===== src/rtl/branch_rs.sv =====
`default_nettype none
// ============================================================================
// Module   : branch_rs
// Purpose  : Branch reservation station. Collapsing queue of DEPTH entries
//            (entry 0 oldest). Holds branches until both operands are ready,
//            captures operands from the common data bus, and issues the
//            oldest ready entry to the branch unit each cycle.
// Ports    : clk, rst_n (async, active low)
//            disp_*  - dispatch request/handshake and operand fields
//            cdb_*   - common data bus broadcast (wakeup)
//            flush   - squash all entries
//            iss_*   - issue to branch unit (combinational from state)
//            count   - occupied entries; stall_cnt - full-stall counter
// Macro    : BRANCH_RS_STALL_CNT_EN - when defined, stall_cnt counts the
//            cycles with disp_valid && !disp_ready (saturating); when
//            undefined, stall_cnt is tied to zero.
// Revision : 1.0 - initial release
// ============================================================================
module branch_rs #(
    parameter int DEPTH = 4,
    parameter int XLEN  = 16
) (
    input  logic            clk,
    input  logic            rst_n,
    input  logic            disp_valid,
    output logic            disp_ready,
    input  logic [3:0]      disp_opcode,
    input  logic [3:0]      disp_rob,
    input  logic            disp_a_rdy,
    input  logic [3:0]      disp_a_tag,
    input  logic [XLEN-1:0] disp_a_val,
    input  logic            disp_t_rdy,
    input  logic [3:0]      disp_t_tag,
    input  logic [XLEN-1:0] disp_t_val,
    input  logic            cdb_valid,
    input  logic [3:0]      cdb_tag,
    input  logic [XLEN-1:0] cdb_data,
    input  logic            flush,
    output logic            iss_valid,
    output logic [3:0]      iss_opcode,
    output logic [3:0]      iss_rob,
    output logic [XLEN-1:0] iss_va,
    output logic [XLEN-1:0] iss_vt,
    output logic [3:0]      count,
    output logic [15:0]     stall_cnt
);

    localparam int         c_IW    = $clog2(DEPTH);
    localparam logic [3:0] c_DEPTH = 4'(DEPTH);

    // Stored state; an entry is valid when its index is below r_count.
    logic [3:0]      r_op    [DEPTH];
    logic [3:0]      r_rob   [DEPTH];
    logic            r_a_rdy [DEPTH];
    logic [3:0]      r_a_tag [DEPTH];
    logic [XLEN-1:0] r_a_val [DEPTH];
    logic            r_t_rdy [DEPTH];
    logic [3:0]      r_t_tag [DEPTH];
    logic [XLEN-1:0] r_t_val [DEPTH];
    logic [3:0]      r_count;

    logic [3:0]      w_n_op    [DEPTH];
    logic [3:0]      w_n_rob   [DEPTH];
    logic            w_n_a_rdy [DEPTH];
    logic [3:0]      w_n_a_tag [DEPTH];
    logic [XLEN-1:0] w_n_a_val [DEPTH];
    logic            w_n_t_rdy [DEPTH];
    logic [3:0]      w_n_t_tag [DEPTH];
    logic [XLEN-1:0] w_n_t_val [DEPTH];
    logic [3:0]      w_n_count;
    logic [3:0]      w_cnt_after;

    logic            w_found;
    logic [c_IW-1:0] w_idx;
    logic            w_disp;
    logic            w_a_hit;
    logic            w_t_hit;

    assign disp_ready = (r_count < c_DEPTH);
    assign w_disp     = disp_valid && disp_ready && !flush;
    assign count      = r_count;

    // Bypass: a dispatched operand still waiting on the tag being broadcast
    // this cycle is captured directly instead of missing its wakeup.
    assign w_a_hit = cdb_valid && !disp_a_rdy && (disp_a_tag == cdb_tag);
    assign w_t_hit = cdb_valid && !disp_t_rdy && (disp_t_tag == cdb_tag);

    // Oldest ready entry: scan downward so the lowest index wins.
    always_comb begin
        w_found = 1'b0;
        w_idx   = '0;
        for (int i = DEPTH - 1; i >= 0; i--) begin
            if ((4'(i) < r_count) && r_a_rdy[i] && r_t_rdy[i]) begin
                w_found = 1'b1;
                w_idx   = c_IW'(i);
            end
        end
    end

    assign iss_valid  = w_found;
    assign iss_opcode = w_found ? r_op[w_idx]    : '0;
    assign iss_rob    = w_found ? r_rob[w_idx]   : '0;
    assign iss_va     = w_found ? r_a_val[w_idx] : '0;
    assign iss_vt     = w_found ? r_t_val[w_idx] : '0;

    // Next-state: collapse out the issued entry, apply wakeup, then append.
    always_comb begin
        for (int j = 0; j < DEPTH; j++) begin
            w_n_op[j]    = r_op[j];
            w_n_rob[j]   = r_rob[j];
            w_n_a_rdy[j] = r_a_rdy[j];
            w_n_a_tag[j] = r_a_tag[j];
            w_n_a_val[j] = r_a_val[j];
            w_n_t_rdy[j] = r_t_rdy[j];
            w_n_t_tag[j] = r_t_tag[j];
            w_n_t_val[j] = r_t_val[j];
        end
        for (int j = 0; j < DEPTH - 1; j++) begin
            if (w_found && (c_IW'(j) >= w_idx)) begin
                w_n_op[j]    = r_op[j+1];
                w_n_rob[j]   = r_rob[j+1];
                w_n_a_rdy[j] = r_a_rdy[j+1];
                w_n_a_tag[j] = r_a_tag[j+1];
                w_n_a_val[j] = r_a_val[j+1];
                w_n_t_rdy[j] = r_t_rdy[j+1];
                w_n_t_tag[j] = r_t_tag[j+1];
                w_n_t_val[j] = r_t_val[j+1];
            end
        end
        for (int j = 0; j < DEPTH; j++) begin
            if (cdb_valid && !w_n_a_rdy[j] && (w_n_a_tag[j] == cdb_tag)) begin
                w_n_a_rdy[j] = 1'b1;
                w_n_a_val[j] = cdb_data;
            end
            if (cdb_valid && !w_n_t_rdy[j] && (w_n_t_tag[j] == cdb_tag)) begin
                w_n_t_rdy[j] = 1'b1;
                w_n_t_val[j] = cdb_data;
            end
        end
        w_cnt_after = r_count - {3'b000, w_found};
        for (int j = 0; j < DEPTH; j++) begin
            if (w_disp && (4'(j) == w_cnt_after)) begin
                w_n_op[j]    = disp_opcode;
                w_n_rob[j]   = disp_rob;
                w_n_a_rdy[j] = disp_a_rdy | w_a_hit;
                w_n_a_tag[j] = disp_a_tag;
                w_n_a_val[j] = w_a_hit ? cdb_data : disp_a_val;
                w_n_t_rdy[j] = disp_t_rdy | w_t_hit;
                w_n_t_tag[j] = disp_t_tag;
                w_n_t_val[j] = w_t_hit ? cdb_data : disp_t_val;
            end
        end
        w_n_count = w_cnt_after + {3'b000, w_disp};
    end

    always_ff @(posedge clk or negedge rst_n) begin
        if (!rst_n) begin
            r_count <= '0;
            for (int i = 0; i < DEPTH; i++) begin
                r_op[i]    <= '0;
                r_rob[i]   <= '0;
                r_a_rdy[i] <= 1'b0;
                r_a_tag[i] <= '0;
                r_a_val[i] <= '0;
                r_t_rdy[i] <= 1'b0;
                r_t_tag[i] <= '0;
                r_t_val[i] <= '0;
            end
        end else begin
            // Flush only needs to zero the count: entry contents beyond the
            // count are never observed.
            r_count <= flush ? 4'd0 : w_n_count;
            for (int i = 0; i < DEPTH; i++) begin
                r_op[i]    <= w_n_op[i];
                r_rob[i]   <= w_n_rob[i];
                r_a_rdy[i] <= w_n_a_rdy[i];
                r_a_tag[i] <= w_n_a_tag[i];
                r_a_val[i] <= w_n_a_val[i];
                r_t_rdy[i] <= w_n_t_rdy[i];
                r_t_tag[i] <= w_n_t_tag[i];
                r_t_val[i] <= w_n_t_val[i];
            end
        end
    end

`ifdef BRANCH_RS_STALL_CNT_EN
    logic [15:0] r_stall_cnt;

    always_ff @(posedge clk or negedge rst_n) begin
        if (!rst_n) begin
            r_stall_cnt <= '0;
        end else if (disp_valid && !disp_ready && (r_stall_cnt != 16'hFFFF)) begin
            r_stall_cnt <= r_stall_cnt + 16'd1;
        end
    end

    assign stall_cnt = r_stall_cnt;
`else
    assign stall_cnt = 16'd0;
`endif

endmodule
`default_nettype wire


===== config.mk =====
export PLATFORM = sky130hd
export DESIGN_NAME = branch_rs
export DESIGN_NICKNAME = d
export VERILOG_FILES = /design/src/rtl/branch_rs.sv
export SDC_FILE = /design/constraint.sdc
export NUM_CORES = 1
export LEC_CHECK = 0
export BUFFER_PORTS_ARGS = -buffer_cell sky130_fd_sc_hd__buf_2
export CORE_MARGIN = 3
export CORE_UTILIZATION = 46
export CTS_BUF_LIST = sky130_fd_sc_hd__clkbuf_4
export DETAILED_ROUTE_END_ITERATION = 6
export MAX_ROUTING_LAYER = met4
export PLACE_DENSITY = 0.62
export SYNTH_ARGS = -nofsm -noshare
export SYNTH_HDL_FRONTEND = slang
export SYNTH_SLANG_ARGS = --single-unit

===== constraint.sdc =====
create_clock -name clk -period 5.1 [get_ports clk]
set_input_delay 0.765 -clock clk [delete_from_list [all_inputs] [get_ports clk]]
set_output_delay 0.765 -clock clk [all_outputs]
set_load 0.01 [all_outputs]

==> flow_summary_export.csv, run 1 <==
group,metric,value,unit
pwr,report.power.total,10.2,mW
worst_setup_path,critical_path.startpoint_type,"flip-flop",
placed_design,finalWeightedCongestion,0.881,
logic_synthesis,synth_compound_gate_area_share,18.5,%
worst_setup_path,critPathArrivalTime,3940,ps
worst_setup_path,crit_path_end_kind,"output pin",
cts,clockBufferDepth,3,
logic_synthesis,yosys.area_share.simple,19.7,%
floorplan,boundaryPins,137,
logic_synthesis,yosys.area_share.adder,0.386,%
sta,unrepaired_setup_endpoints_after_global_routing,"false",
grt,initial_antenna_violation_count,4,
cells_and_area,drive_gt1_share,21.4,%
cts,cts_buffers,60,
logic_synthesis,multiplexer_share_of_the_synthesized_area,14.1,%
logic_synthesis,syn_inst,1447,
pwr,power_leakage,6.69,nW
worst_setup_path,crit_end,"iss_va[10]",
worst_setup_path,timing.rr.start,"count[2]$_DFF_PN0_",
worst_setup_path,reg2reg_depth,13,
placed_design,port-buffer-count,120,
worst_setup_path,timing.critical_path.required,4340,ps
worst_setup_path,timing.reg2reg.setup_slack,1030,ps
cells_and_area,areaGrowthSynthToFinish,13.2,%
worst_setup_path,rr_endpoint,"r_t_val[58]$_DFFE_PN0P_",
logic_synthesis,synth.cell_area,13000,µm²
cells_and_area,multi_input_area,7290,µm²
hold_path,hold_path.class,"in -> async",
routing,detailroute.via_count,12230,
run,cap_viol_max_count,0,
pwr,power_density,697,nW/µm²
floorplan,die_height,174,µm
cts,worst_skew_pair.late_latency,710,ps
sta,maxClockFrequency,213,MHz
logic_synthesis,synth_xor_xnor_area_share,2.23,%
worst_setup_path,path_max_fanout,23,
logic_synthesis,post_synth_num_cell_types,65,
logic_synthesis,synth_top_area_share,39.4,%
routing,drt-pass1-iter-count,6,
logic_synthesis,asyncSetResetFlopFracSynth,100,%
logic_synthesis,yosys_warnings,0,
grt,first_global_vias,11977,
logic_synthesis,synthFlopType,"dfrtp_1",
grt,grt_max_degree,81,
floorplan,std_cell_rows,60,
cts,clock_tree.htree_level_count,2,
floorplan,core_region_area,27300,µm²
grt,track_usage,29.7,%
worst_setup_path,crit_type,"reg -> out",
routing,drt-total-wl,44.8,mm
logic_synthesis,synth_top_family_by_area,"simple AND/OR/NAND/NOR gates",
routing,vias_per_cell,6.26,
logic_synthesis,post_synthesis_mean_instance_area,8.96,µm²
outcome,result_of_the_run,"complete, no violations",
cts,postcts_resize_cnt,0,
sta,finalCriticalPeriod,4700,ps
cts,cts-root-buf,"clkbuf_4",
logic_synthesis,ys_ff_latch,204,
sta,slew_viol_final,0,
pwr,vdd_drop_max,0.000339,V
logic_synthesis,post-synth-top-area-cell,"dfrtp_1",
grt,grt_first_pass_wirelength,69.4,mm
routing,routed_wire_length_per_instance,22.9,µm
sta,fin_tns_setup,0,ps
worst_setup_path,timing.critical_path.from,"count[3]$_DFF_PN0_",
cts,cts_post_setup_buffers_inserted,0,
sta,worst_slew_margin_rel,29.9,%
floorplan,design.die.area,30200,µm²
logic_synthesis,synth_area_leaders,"dfrtp_1, nand2_1, mux4_2, mux2i_1, nor2_1",
sta,timing.clock.skew,39.9,ps
floorplan,die_w,174,µm
routing,remaining_drc_errors,0,
sta,worstMarginPinSlew,1050,ps
placed_design,detailedPlacementHpwl,28.5,mm
cells_and_area,sequential_cell_area,5100,µm²
floorplan,initial_cell_density_of_the_core,47.4,%
cts,clock_input_transition_at_the_sequential_cells_of_the_worst_setup_and_hold_paths,60,ps
cts,clock_tree_from_tritoncts,"yes",
routing,drtIter0Drc,1421,
sta,timing.final.setup_violations,0,
cells_and_area,fillCellCount,2600,
cts,holdBufCountCts,0,
logic_synthesis,synth-edff-count,0,
grt,gr-total-overflow,0,
cells_and_area,layout_net_count,1613,
cts,numClockSinks,204,
routing,ant_nets,0,
sta,number_of_failing_hold_endpoints_at_the_final_stage,0,
sta,finalCritPeriodShare,92.2,%
logic_synthesis,synth_seq_area_share,39.4,%
-- cells in the mapped netlist, types with 17 or more instances --
| cell | n |
|---|---|
| a211oi_1 | 17 |
| and2_1 | 55 |
| o31ai_1 | 30 |
| mux2i_1 | 77 |
| inv_1 | 18 |
| a22oi_1 | 30 |
| or4_1 | 22 |
| xnor2_1 | 22 |
| nand2_1 | 245 |
| dfrtp_1 | 204 |
| a31oi_1 | 53 |
| nand3_1 | 45 |
| o211ai_1 | 18 |
| mux4_2 | 40 |
| a221o_1 | 29 |
| nand4_1 | 18 |
| a21oi_1 | 55 |
| buf_4 | 19 |
| nor2_1 | 134 |
| o21ai_0 | 50 |
| clkbuf_1 | 110 |
-- through the flow --
step	area, µm²	std cells	hold WS, ps	worst slack [ps]	utilization, %
2_1_floorplan	13000	1462	462	1140	-
3_3_place_gp	13900	1844	491	1110	50.8
3_5_place_dp	13900	1844	500	1070	50.8
4_1_cts	14700	1950	102	317	53.7
5_1_grt	14700	1953	133	115	53.7
6_report	14700	1953	110	399	53.7
-- cells by family after synthesis --
group,count (synthesis)
compound gates,344
other cells,1
flops,204
xor+xnor,33
fa+ha+maj,4
simple gates,559
mux,131
buf+inv,171
-- cell type report --
class,instances,share of cell area [%]
multi-input cells,1087,49.7
flip-flops and latches,204,34.8
repair buffers,163,6.52
clock buffers,93,4.76
well taps,372,3.17
clock inverters,13,0.554
inverters,18,0.461
diodes,3,0.0512
-- flip-flops by register name, indices dropped and copies added, names as in the netlist --
register  cells
r_a_val      64
r_t_val      64
r_a_rdy       4
r_a_tag      16
count         4
r_rob        16
r_t_tag      16
r_op         16
r_t_rdy       4
-- placed cells by master (no fill, tap or decap), drive strengths merged, types with 3 or more instances in the layout --
| cell | n |
|---|---|
| a221o | 29 |
| nand2 | 245 |
| a22oi | 30 |
| xnor2 | 22 |
| mux4 | 40 |
| nand3 | 45 |
| mux2i | 77 |
| nor4 | 6 |
| or4 | 22 |
| diode | 3 |
| a211oi | 18 |
| xor2 | 11 |
| buf | 162 |
| o21ai | 53 |
| nand2b | 3 |
| nand4 | 18 |
| clkinv | 12 |
| nor3 | 10 |
| o2bb2ai | 16 |
| inv | 18 |
| mux2 | 14 |
| and3 | 10 |
| o31ai | 31 |
| o211ai | 18 |
| ha | 4 |
| nor2b | 3 |
| o22ai | 15 |
| dfrtp | 204 |
| and2 | 55 |
| a211o | 4 |
| nor2 | 134 |
| conb | 16 |
| o221ai | 4 |
| clkbuf | 94 |
| a21oi | 55 |
| a31oi | 53 |
-- routing by layer --
| layer | part of all wire [%] | wire length (µm) | vias to the layer above | GRT usage (%) |
|---|---|---|---|---|
| met5 | 0 | 0 | - | - |
| met4 | 2.1 | 945 | 0 | 8.68 |
| met3 | 9.6 | 4320 | 82 | 6.22 |
| met2 | 46 | 20500 | 669 | 44.6 |
| met1 | 42 | 19000 | 6028 | 40.9 |
| li1 | - | - | 5451 | - |
-- critical path, stage by stage (launching register included) --
cell and delay [ps]:
dfrtp_1 520, a211oi_2 430, nor2_1 150, o21ai_4 630, buf_4 600, mux4_2 610, and2_1 170, buf_2 130
-- power breakdown --
group	internal (mW)	leakage (nW)	switching [mW]	total, mW
registers	2.39	2.55	0.629	3.02
clock network	0.872	0.466	0.752	1.62
logic	2.36	3.68	3.21	5.57
total	5.63	6.69	4.59	10.2
-- worst min path at each step --
stage                             start                    to  slack [ps]  depth (start not counted)
floorplan           r_op[0]$_DFFE_PN0N_   r_op[0]$_DFFE_PN0N_         460                          2
global placement    r_op[0]$_DFFE_PN0N_   r_op[0]$_DFFE_PN0N_         490                          2
detailed placement  r_op[3]$_DFFE_PN0N_   r_op[3]$_DFFE_PN0N_         500                          2
CTS                               rst_n  r_a_tag[4]$_DFF_PN0_         100                          1
global route                      rst_n  r_a_tag[4]$_DFF_PN0_         130                          1
finish                            rst_n  r_t_tag[4]$_DFF_PN0_         110                          1
Note: power is estimated with default switching activity, not from simulation.
==> run 2: changes to the inputs <==
Settings changed: CORE_UTILIZATION 46 to 30, PLACE_DENSITY 0.62 to unset, PLACE_DENSITY_LB_ADDON set to 0.3.
==> run 2 against run 1 <==
  * Sequential cell count unchanged
  * Non-clock buffer count increased by 2
  * Highest routed layer unchanged
  * Clock skew grew 29 ps
  * Worst setup slack hardly changed
  * Critical path type unchanged
  * Largest cell class unchanged
  * Clock power shrank 5%
==> flow_summary_export.csv, run 2 (synthesis results as in run 1) <==
group,metric,value,unit
worst_setup_path,critPathArrivalTime,3940,ps
cells_and_area,finish.instance_area,14900,µm²
sta,number_of_failing_hold_endpoints_at_the_final_stage,0,
routing,drt-pass1-iter-count,5,
cts,postcts_resize_cnt,0,
cts,clock_tree.htree_level_count,2,
floorplan,design.die.area,45700,µm²
sta,fin_tns_setup,0,ps
worst_setup_path,timing.critical_path.required,4340,ps
cts,clockBufferDepth,3,
placed_design,placedInstanceArea,14200,µm²
cells_and_area,drive_gt1_share,21.1,%
worst_setup_path,slowest_stage_cell_cp,"nor4_4",
cts,cts_post_setup_buffers_inserted,0,
sta,finalCritPeriodShare,92.2,%
grt,grt_first_pass_wirelength,72.8,mm
cts,clock_input_transition_at_the_sequential_cells_of_the_worst_setup_and_hold_paths,70,ps
cts,cts-root-buf,"clkbuf_4",
worst_setup_path,crit_path_end_kind,"output pin",
grt,initial_antenna_violation_count,3,
cells_and_area,fillCellCount,4403,
pwr,vdd_drop_max,0.000385,V
routing,remaining_drc_errors,0,
pwr,clock_power_share,15.2,%
routing,detailroute.via_count,12108,
cts,cts_buffers,58,
hold_path,hold_path.class,"in -> async",
sta,timing.clock.skew,68.8,ps
cells_and_area,areaGrowthSynthToFinish,14.9,%
pwr,power_density,683,nW/µm²
routing,drtIter0Drc,1119,
grt,grt_max_degree,89,
worst_setup_path,path_max_fanout,28,
sta,slew_viol_final,0,
routing,ant_nets,0,
floorplan,die_height,214,µm
grt,track_usage,21.2,%
cells_and_area,layout.cells.most_common_list,"nand2_1, dfrtp_1, nor2_1",
routing,routed_wire_length_per_instance,22.0,µm
placed_design,detailedPlacementHpwl,30.9,mm
cells_and_area,layout_net_count,1613,
worst_setup_path,critical_path.startpoint_type,"flip-flop",
pwr,power_frac_comb,55.5,%
sta,worstMarginPinSlew,1190,ps
grt,first_global_vias,12160,
floorplan,initial_cell_density_of_the_core,30.6,%
floorplan,std_cell_rows,75,
outcome,result_of_the_run,"complete, no violations",
placed_design,finalWeightedCongestion,0.867,
placed_design,dp_worst_setup_slack,1020,ps
pwr,power.switching,4.62,mW
cells_and_area,layout.cells.most_common,"nand2_1",
sta,final_critical_path_setup_slack,398,ps
routing,vias_per_cell,5.61,
sta,worst_slew_margin_rel,20.5,%
sta,maxClockFrequency,213,MHz
worst_setup_path,crit_type,"reg -> out",
floorplan,core_region_area,42300,µm²
grt,gr-total-overflow,0,
cells_and_area,end_of_flow_core_utilization,35.2,%
cts,holdBufCountCts,0,
placed_design,port-buffer-count,120,
worst_setup_path,crit_path_max_incr_delay,690,ps
pwr,sw_share,45.5,%
floorplan,boundaryPins,137,
worst_setup_path,worstPathCellList,"nor4_4 > o21ai_4 > nor2_1 > buf_4 > mux4_2 > and2_1 > buf_2",
pwr,seqPwrFrac,29.4,%
sta,unrepaired_setup_endpoints_after_global_routing,"false",
cts,numClockSinks,204,
pwr,power_leakage,6.68,nW
run,cap_viol_max_count,0,
floorplan,die_w,214,µm
sta,finalCriticalPeriod,4700,ps
cells_and_area,top_regs,"r_a_val: 64 flops, r_t_val: 64 flops",
pwr,cell_internal_pwr,5.55,mW
cts,clock_tree_from_tritoncts,"yes",
cts,worst_skew_pair.late_latency,760,ps
routing,drt-total-wl,47.5,mm
sta,timing.final.setup_violations,0,
[run 2: cell types whose count changed in the layout (fill, tap and decap cells not counted)]
cell,delta
clkinv_2,-1
bufinv_16,-1
clkinvlp_4,+1
inv_2,+1
buf_4,+2
clkinv_1,+6
clkinv_4,-1
clkbuf_4,-5
[run 2: path summary, 6_finish.rpt]
kind | start | to | slack, ps | cells past startpoint
worst max-delay path | count[3]$_DFF_PN0_ | iss_va[15] | 400 | 7
worst min-delay path | rst_n | r_op[6]$_DFFE_PN0P_ | 70 | 1
worst max register to register | count[3]$_DFF_PN0_ | r_t_val[43]$_DFFE_PN0P_ | 960 | 14
worst min register to register | r_rob[2]$_DFFE_PN0N_ | r_rob[2]$_DFFE_PN0N_ | 490 | 2
max in group asynchronous | rst_n | count[1]$_DFF_PN0_ | 3860 | 2
min in group clk | flush | count[3]$_DFF_PN0_ | 230 | 2
[run 2: power groups by stage]
stage               registers, mW  logic [mW]  clock network (mW)
floorplan                    2.76        3.99                   0
global placement             2.97        5.52                   0
detailed placement           2.99        5.62                   0
CTS                          2.96        5.65                1.58
global route                 3.06        6.21                1.66
finish                       2.98        5.64                1.54
[run 2: stage by stage]
step / hold WS [ps] / instances / power (mW)
detailed placement: 487 / 2051 / 8.61
global placement: 480 / 2051 / 8.49
floorplan: 462 / 1462 / 6.75
CTS: 81.9 / 2157 / 10.2
finish: 70.9 / 2160 / 10.2
global route: 119 / 2160 / 10.9
[run 2: layer usage]
metal | up-vias | global-route usage, % | part of all wire [%]
li1 | 5460 | - | -
met2 | 561 | 32.7 | 46
met1 | 5965 | 27.3 | 42
met5 | - | - | 0
met3 | 122 | 4.70 | 8.1
met4 | 0 | 8.30 | 3.4
[run 2: critical path, delay by kind of cell (launching register included)]
kind | cells | cell delay, ps
simple gates | 3 | 1280
mux | 1 | 560
flops | 1 | 510
compound gates | 1 | 460
buf+inv | 2 | 360
[run 2: final cells by class]
class | instances | area, µm² | share of cell area (%)
repair buffers | 165 | 972 | 6.53
clock buffers | 88 | 661 | 4.44
diodes | 3 | 7.51 | 0.0504
well taps | 577 | 722 | 4.85
inverters | 18 | 67.6 | 0.454
multi-input cells | 1087 | 7290 | 48.9
flip-flops and latches | 204 | 5100 | 34.3
clock inverters | 18 | 71.3 | 0.479
